File: config.mk
export PLATFORM = sky130hd
export DESIGN_NAME = writeback_stage
export DESIGN_NICKNAME = d
export VERILOG_FILES = /design/src/rtl/writeback_stage_pkg.sv /design/src/rtl/writeback_stage_load_extend.sv /design/src/rtl/writeback_stage.sv
export SDC_FILE = /design/constraint.sdc
export NUM_CORES = 1
export LEC_CHECK = 0
export CAP_MARGIN = 25
export CORE_ASPECT_RATIO = 0.75
export CORE_UTILIZATION = 25
export CTS_CLUSTER_DIAMETER = 30
export DETAILED_ROUTE_END_ITERATION = 8
export MAX_ROUTING_LAYER = met4
export SYNTH_ARGS = -nofsm -noshare
export SYNTH_HDL_FRONTEND = slang
export SYNTH_SLANG_ARGS = --single-unit
File: constraint.sdc
create_clock -name clk -period 8.4 [get_ports clk]
set_clock_uncertainty 0.15 [all_clocks]
set_input_delay 1.68 -clock clk [delete_from_list [all_inputs] [get_ports clk]]
set_output_delay 1.68 -clock clk [all_outputs]
set_load 0.01 [all_outputs]
File: src/rtl/writeback_stage_pkg.sv
// Shared types for the writeback stage: datapath words, register/CSR addresses,
// load size encodings, FSM state encodings and the latched W-register record.
package writeback_stage_pkg;

    localparam int unsigned XLEN = 64;

    typedef logic [XLEN-1:0] word_t;
    typedef logic [4:0]      creg_addr_t;
    typedef logic [11:0]     u12;
    typedef logic [1:0]      mem_size_t;

    localparam mem_size_t MEM_B = 2'd0;
    localparam mem_size_t MEM_H = 2'd1;
    localparam mem_size_t MEM_W = 2'd2;
    localparam mem_size_t MEM_D = 2'd3;

    typedef logic [1:0] wb_state_t;

    localparam wb_state_t ST_RUN   = 2'd0;
    localparam wb_state_t ST_FLUSH = 2'd1;
    localparam wb_state_t ST_HALT  = 2'd2;

    typedef struct packed {
        word_t       pc;
        logic [31:0] instr;
        creg_addr_t  dst;
        logic        rf_wen;
        word_t       result;
        logic        is_load;
        mem_size_t   mem_size;
        logic        mem_unsigned;
        logic [2:0]  mem_addr_lo;
        word_t       mem_rdata;
        logic        csr_wen;
        u12          csr_addr;
        word_t       csr_wdata;
        logic        trap;
        logic        halt;
    } writeback_data_t;

    // Bit shift that brings the addressed byte of a 64-bit word down to bit 0.
    function automatic logic [5:0] byte_shift(input logic [2:0] addr_lo);
        return {addr_lo, 3'b000};
    endfunction

endpackage

File: src/rtl/writeback_stage_load_extend.sv
// Combinational load alignment: shifts the addressed bytes down and sign- or
// zero-extends them to a full word according to the access size.
module writeback_stage_load_extend
    import writeback_stage_pkg::*;
(
    input  word_t      rdata,
    input  logic [2:0] addr_lo,
    input  mem_size_t  size,
    input  logic       mem_unsigned,
    output word_t      data
);

    word_t shifted;
    logic  sign_b;
    logic  sign_h;
    logic  sign_w;

    always_comb begin
        // Bytes shifted past bit 63 fall off and read back as zero.
        shifted = rdata >> byte_shift(addr_lo);
        sign_b  = !mem_unsigned && shifted[7];
        sign_h  = !mem_unsigned && shifted[15];
        sign_w  = !mem_unsigned && shifted[31];
        data    = shifted;
        case (size)
            MEM_B:   data = {{56{sign_b}}, shifted[7:0]};
            MEM_H:   data = {{48{sign_h}}, shifted[15:0]};
            MEM_W:   data = {{32{sign_w}}, shifted[31:0]};
            default: data = shifted;
        endcase
    end

endmodule

File: src/rtl/writeback_stage.sv
// Final pipeline stage: holds one instruction, drives the GPR and CSR write ports,
// reports commits and bypass data, sequences trap flush / halt, and keeps mcycle/minstret.
module writeback_stage
    import writeback_stage_pkg::*;
#(
    parameter u12 MCYCLE_ADDR   = 12'hB00,
    parameter u12 MINSTRET_ADDR = 12'hB02
) (
    input  logic        clk,
    input  logic        reset,
    input  logic        in_valid,
    output logic        in_ready,
    input  word_t       in_pc,
    input  logic [31:0] in_instr,
    input  creg_addr_t  in_dst,
    input  logic        in_rf_wen,
    input  word_t       in_result,
    input  logic        in_is_load,
    input  mem_size_t   in_mem_size,
    input  logic        in_mem_unsigned,
    input  logic [2:0]  in_mem_addr_lo,
    input  word_t       in_mem_rdata,
    input  logic        in_csr_wen,
    input  u12          in_csr_addr,
    input  word_t       in_csr_wdata,
    input  logic        in_trap,
    input  logic        in_halt,
    input  logic        stall,
    output logic        wen,
    output creg_addr_t  wa,
    output word_t       wd,
    output logic        csr_wen,
    output u12          csr_wa,
    output word_t       csr_wd,
    output logic        commit_valid,
    output word_t       commit_pc,
    output logic [31:0] commit_instr,
    output logic        fwd_valid,
    output creg_addr_t  fwd_dst,
    output word_t       fwd_data,
    output logic        flush,
    output logic        halted,
    output word_t       mcycle,
    output word_t       minstret
);

    writeback_data_t w_q, w_d;
    logic            w_valid_q, w_valid_d;
    wb_state_t       state_q, state_d;
    word_t           mcycle_q, mcycle_d;
    word_t           minstret_q, minstret_d;

    logic            commit;
    logic            accept;
    logic            gpr_ok;
    word_t           load_data;

    writeback_stage_load_extend u_load_extend (
        .rdata        (w_q.mem_rdata),
        .addr_lo      (w_q.mem_addr_lo),
        .size         (w_q.mem_size),
        .mem_unsigned (w_q.mem_unsigned),
        .data         (load_data)
    );

    always_comb begin
        commit   = w_valid_q && !stall && (state_q == ST_RUN);
        in_ready = (state_q == ST_RUN) && (!w_valid_q || !stall);
        accept   = in_valid && in_ready;
        gpr_ok   = w_q.rf_wen && (w_q.dst != 5'd0) && !w_q.trap;

        wen          = commit && gpr_ok;
        wa           = w_q.dst;
        wd           = w_q.is_load ? load_data : w_q.result;
        csr_wen      = commit && w_q.csr_wen && !w_q.trap;
        csr_wa       = w_q.csr_addr;
        csr_wd       = w_q.csr_wdata;
        commit_valid = commit;
        commit_pc    = w_q.pc;
        commit_instr = w_q.instr;
        fwd_valid    = w_valid_q && gpr_ok;
        fwd_dst      = w_q.dst;
        fwd_data     = wd;
        flush        = (state_q == ST_FLUSH);
        halted       = (state_q == ST_HALT);
        mcycle       = mcycle_q;
        minstret     = minstret_q;
    end

    always_comb begin
        w_d = w_q;
        if (accept) begin
            w_d.pc           = in_pc;
            w_d.instr        = in_instr;
            w_d.dst          = in_dst;
            w_d.rf_wen       = in_rf_wen;
            w_d.result       = in_result;
            w_d.is_load      = in_is_load;
            w_d.mem_size     = in_mem_size;
            w_d.mem_unsigned = in_mem_unsigned;
            w_d.mem_addr_lo  = in_mem_addr_lo;
            w_d.mem_rdata    = in_mem_rdata;
            w_d.csr_wen      = in_csr_wen;
            w_d.csr_addr     = in_csr_addr;
            w_d.csr_wdata    = in_csr_wdata;
            w_d.trap         = in_trap;
            w_d.halt         = in_halt;
        end

        // Anything picked up alongside a trap commit is thrown away in the flush cycle.
        if (state_q == ST_FLUSH) begin
            w_valid_d = 1'b0;
        end else if (accept) begin
            w_valid_d = 1'b1;
        end else if (commit) begin
            w_valid_d = 1'b0;
        end else begin
            w_valid_d = w_valid_q;
        end
    end

    always_comb begin
        state_d = state_q;
        case (state_q)
            ST_RUN: begin
                if (commit && w_q.trap) begin
                    state_d = ST_FLUSH;
                end else if (commit && w_q.halt) begin
                    state_d = ST_HALT;
                end
            end
            ST_FLUSH: state_d = ST_RUN;
            ST_HALT:  state_d = ST_HALT;
            default:  state_d = ST_RUN;
        endcase
    end

    always_comb begin
        mcycle_d   = mcycle_q + 64'd1;
        minstret_d = minstret_q + {63'd0, commit};
        // A CSR write to a counter takes precedence over its increment.
        if (csr_wen && (csr_wa == MCYCLE_ADDR)) begin
            mcycle_d = csr_wd;
        end
        if (csr_wen && (csr_wa == MINSTRET_ADDR)) begin
            minstret_d = csr_wd;
        end
    end

    always_ff @(posedge clk) begin
        if (!reset) begin
            w_q        <= '0;
            w_valid_q  <= 1'b0;
            state_q    <= ST_RUN;
            mcycle_q   <= '0;
            minstret_q <= '0;
        end else begin
            w_q        <= w_d;
            w_valid_q  <= w_valid_d;
            state_q    <= state_d;
            mcycle_q   <= mcycle_d;
            minstret_q <= minstret_d;
        end
    end

endmodule

; ---- After elaboration in Yosys (flattened, before gate mapping)
; Cells that the tools add are included.
[word_totals]
latch_bits = 0
wordCells = 66
rom_bits = 0
mem_count = 0
ram_bits = 0
register_bits = 447
[op_classes]
order_cmp = 0
eq_ne = 7
muxes = 9
reduce_logical = 27
multipliers = 0
div_mod_pow = 0
add_sub_neg = 2
n_shift = 1
n_bitwise = 1
[ops]
columns = cell, n
row1 = 64-bit two-way mux, 3
row2 = 64-bit case mux with 3 select lines, 1
row3 = 64-bit by 1-bit adder with 64-bit output, 1
row4 = 64-bit by 1-bit adder with 64-bit output (second input constant), 1
row5 = 64-bit by 6-bit right shift with 64-bit output, 1
row6 = 12-bit == test (second input constant), 2
row7 = 1-bit logical AND, 17
row8 = 5-bit nonzero test, 1
row9 = 2-bit by 1-bit == test with 1-bit output (second input constant), 2
row10 = 2-bit == test (second input constant), 2
row11 = 1-bit logical NOT, 4
row12 = 2-bit logical NOT, 2
row13 = 2-bit two-way mux, 2
row14 = 2-bit case mux with 2 select lines, 1
row15 = 3-bit by 1-bit != test with 1-bit output (second input constant), 1
row16 = 1-bit two-way mux, 2
row17 = 2-bit nonzero test, 1
row18 = 2-bit OR reduction, 1
row19 = 1-bit logical OR, 1
row20 = 1-bit inverter, 1

; ---- Longest topological paths before layout
[depth]
depth_word = 7
ltp_mapped = 12
depth_no_buf = 10

; ---- Hierarchy
; Synthesis repeated with hierarchy kept, for this count alone.
[unflattened]
cells_unflattened = 2812
area_unflattened_um2 = 22721.8
[by_module_without_submodules]
columns = module, cells_per_inst, n_inst, area_each_um2, seq_area_each_um2
row1 = writeback_stage, 2548, 1, 20422.1, 8948.6
row2 = writeback_stage_load_extend, 264, 1, 2299.7, 0.0

; ---- Least setup slack after synthesis
; No wires, ideal clock.
[synth_timing]
path_kind = input to output
start = input port stall
end = output port csr_wen
required_ns = 6.570
cell_stages = 4
arrival_ns = 2.502
path_slack_ns = 4.068
path_buffers = 0
cell_sequence = or4b_4 inv_2 nand3b_4 inv_1
[synth_via]
elab_chain_len = 5
[synth_rtl]
columns = item, line
row1 = start: declaration, writeback_stage.sv:28  ; input logic stall,
row2 = 1-bit logical NOT, writeback_stage.sv:67  ; commit = w_valid_q && !stall && (state_q == ST_RUN);
row3 = 1-bit logical AND (2 in a row), writeback_stage.sv:67
row4 = via commit_valid, writeback_stage.sv:35  ; output logic commit_valid,
row5 = 1-bit logical AND (2 in a row), writeback_stage.sv:75  ; csr_wen = commit && w_q.csr_wen && !w_q.trap;
row6 = end: declaration, writeback_stage.sv:32  ; output logic csr_wen,
; The timed path passes the listed nets, and every way through them passes these cells.

; ---- Worst setup path in the final report
[layout_timing]
start = register w_q[143] in the netlist's numbering
end = output port fwd_data[55]
[layout_via]
elab_chain_len = 4
elab_cells_between_ends = 6
[layout_rtl]
columns = item, line
row1 = start: declaration, writeback_stage.sv:47  ; writeback_data_t w_q, w_d;
row2 = start signal: assignment, writeback_stage.sv:158  ; w_q <= w_d;
row3 = 64-bit by 6-bit right shift with 64-bit output (*), writeback_stage_load_extend.sv:20  ; shifted = rdata >> byte_shift(addr_lo);
row4 = "1-bit logical AND, on equally long branches", "writeback_stage_load_extend.sv:23, writeback_stage_load_extend.sv:21, writeback_stage_load_extend.sv:22"
row5 = 64-bit case mux with 3 select lines (*), writeback_stage_load_extend.sv:25  ; case (size)
row6 = 64-bit two-way mux (*), writeback_stage.sv:74  ; wd = w_q.is_load ? load_data : w_q.result;
row7 = end: declaration, writeback_stage.sv:40  ; output word_t fwd_data,
; Every way passes the cells marked *; elsewhere a longest branch is shown, timed or not.

==> metrics.txt <==
CP Max Fanout=34; share of post-route cells with drive strength above 1=6.897%; antenna violations before repair=16; Syn Std Cell Area=22060 µm²; Max-Cap Viols=0; boundary pin count=765; WHS Path Cells=2; DPL Wire Length=64850 µm; drt first pass iters=8; Final period util=78.14%; flops & latches, synth=447; Initial Util=25.48%; via count=21490; gpl congestion=0.8959; GRT overflow=0; Max Freq=152.3 MHz; vias per inst=4.670; CTS Buffer Depth=3; Core Util, Final=37.49%; Worst Path Required=6570 ps; Crit Path Class=flip-flop to primary output; Area Overhead vs Synth=47.14%; post-synthesis compound-gate area fraction=16.87%; final hold violation count=0; setup TNS=0 ps; fin nets=3689; register area share after synthesis=40.57%; Power Density=234.9 nW/µm²; 1st-iter DRT viols=1558; ys flop type=dfxtp_1; ys async rst share=0%; Setup Fix Bufs, Post-CTS=0; min-delay worst type=flip-flop to flip-flop; highest metal used=met4; DIE HEIGHT=259.2 µm; cts hold-fix bufs=0; CTS tree=built; largest area contributor in the netlist=dfxtp_1; DR WL met2=42540 µm; Clock transition at path regs=50 ps; Syn Nets=3245; vias in the first global route=20570; depth of the CTS H-tree=3; reg2reg path depth=10; global-route usage over all layers=19.66%; status=complete, no violations; die area=89430 µm²; leakage=0.01140 µW; slew margin rel.=26.13%; first-pass GRT wire length=129600 µm; Synth Area in XOR/XNOR=4.884%; fin cells=4602; R2R setup slack=4240 ps; critical path endpoint category=primary output; Total Wirelength=89540 µm; CTS root buffer=clkbuf_16; crit start category=flip-flop; Adder-Cell Fraction of Synth Area=0.1702%; number of synthesized flops with an enable pin=0; Gate Count Post-Synth=2922; final antenna-violating net count=0; largest net degree at the start of global routing=178; Worst EP arrival=4730 ps; post_cts resized=0; Metal-1 WL=36480 µm; commonest cells after routing, fill and taps aside=clkdlybuf4s50_1 (763), nand2_1 (746), a21oi_1 (484); Register Area=8955 µm²; DRC viols=0; TritonCTS Sinks=447; IO buf count=764; commonest non-fill, non-tap cell in the layout=clkdlybuf4s50_1; Setup Viol. Count Final=0; main area contributors after synthesis=dfxtp_1 (41%), nand2_1 (13%), a21oi_1 (11%); main combinational cell family by area after synthesis=simple AND/OR/NAND/NOR gates; YS warnings=0; Core ar.=86570 µm²; Fillers=8902; multi-input logic area=10290 µm²; Synth cell types=62; RSZ-0062 raised after global routing=no; simple-gate portion of the synthesized area=21.97%; Worst IR Drop VDD=0.1534 mV; Die X=345.0 µm; Row Count=93; Placed Cells=4399; Slew Limit Fails=0; mux cell area share after synthesis=2.678%; Synth top area share=40.57%; average routed wire per standard cell=19.46 µm; DR WL met3=7179 µm; Worst-Skew Late Latency=660 ps; CTS Buf Count=105; post-synthesis average cell area=7.548 µm²; Worst Tran Pin Value=1108 ps; Tmin final=6564 ps
through the flow:
step | worst slack [ps] | total power [µW] | hold slack [ps] | area (µm²)
floorplan | 4068 | 2855 | 281.8 | 22060
global placement | 2597 | 3290 | 289.5 | 28600
detailed placement | 2540 | 3296 | 295.3 | 28630
CTS | 1856 | 7711 | 301.6 | 32420
global route | 1479 | 7895 | 312.9 | 32450
finish | 1836 | 7622 | 298.9 | 32450
routing by layer:
| metal | up-vias | track usage, % |
|---|---|---|
| met3 | 191 | 5.163 |
| met5 | - | - |
| met1 | 9988 | 22.97 |
| met2 | 816 | 31.77 |
| met4 | 0 | 8.211 |
| li1 | 10500 | - |
synthesized netlist by cell type, drive strengths merged (2+ instances only):
cell,count
o2bb2ai,7
a211oi,59
and2,8
nand3,49
and3,19
or2,2
nand2,748
inv,31
nand4,37
mux2,8
and4,8
nor2b,19
nor4,22
nor3,39
nand3b,2
xnor2,83
o22ai,8
or3,3
nor2,153
buf,290
mux2i,50
dfxtp,447
clkbuf,153
o21ai,113
nand2b,8
a21oi,488
ha,3
o22a,8
xor2,40
nor4b,3
state kept, by name, indices dropped and copies added (netlist names):
name / cells
w_q: 139
commit_pc: 64
csr_wd: 64
mcycle: 64
minstret: 64
commit_instr: 32
csr_wa: 12
fwd_dst: 5
state_q: 2
w_valid_q: 1
layout make-up:
| class | instances | share of cell area [%] |
|---|---|---|
| inverter | 31 | 0.3817 |
| tap | 1140 | 4.395 |
| timing repair buffer | 780 | 24.14 |
| antenna | 11 | 0.08482 |
| clock buffer | 128 | 8.802 |
| sequential | 447 | 27.59 |
| clock inverter | 64 | 2.888 |
| multi-input combinational | 2001 | 31.72 |
cells by family after synthesis:
logic type                 count (synthesis)
and+or+nand+nor                         1126
DFF                                      447
muxes                                     58
AOI/OAI and AO/OA                        691
buffers and inverters                    474
xor gates and xnor gates                 123
adders and majority gates                  3
critical path, stage by stage (launching register included):
cell and delay [ps]:
dfxtp_2 680, buf_4 420, buf_4 390, nand2b_1 130
a2bb2oi_2 150, and4_1 300, and3b_1 770, nand2_1 410
o22a_1 310, clkdlybuf4s50_1 490
report_power, final:
| part | leakage (µW) | total, µW | switching, µW | internal, µW |
|---|---|---|---|---|
| logic | 0.00592 | 913 | 444 | 469 |
| clock network | 0.00183 | 4370 | 1370 | 3000 |
| registers | 0.00366 | 2340 | 116 | 2230 |
worst paths after layout:
kind	from	endpoint
min	commit_pc[21]	commit_pc[21]
max reg2reg	state_q[1]	minstret[52]
max	w_q[143]	fwd_data[55]
min reg2reg	commit_pc[21]	commit_pc[21]
No activity file was read; power rests on OpenSTA's default activity.
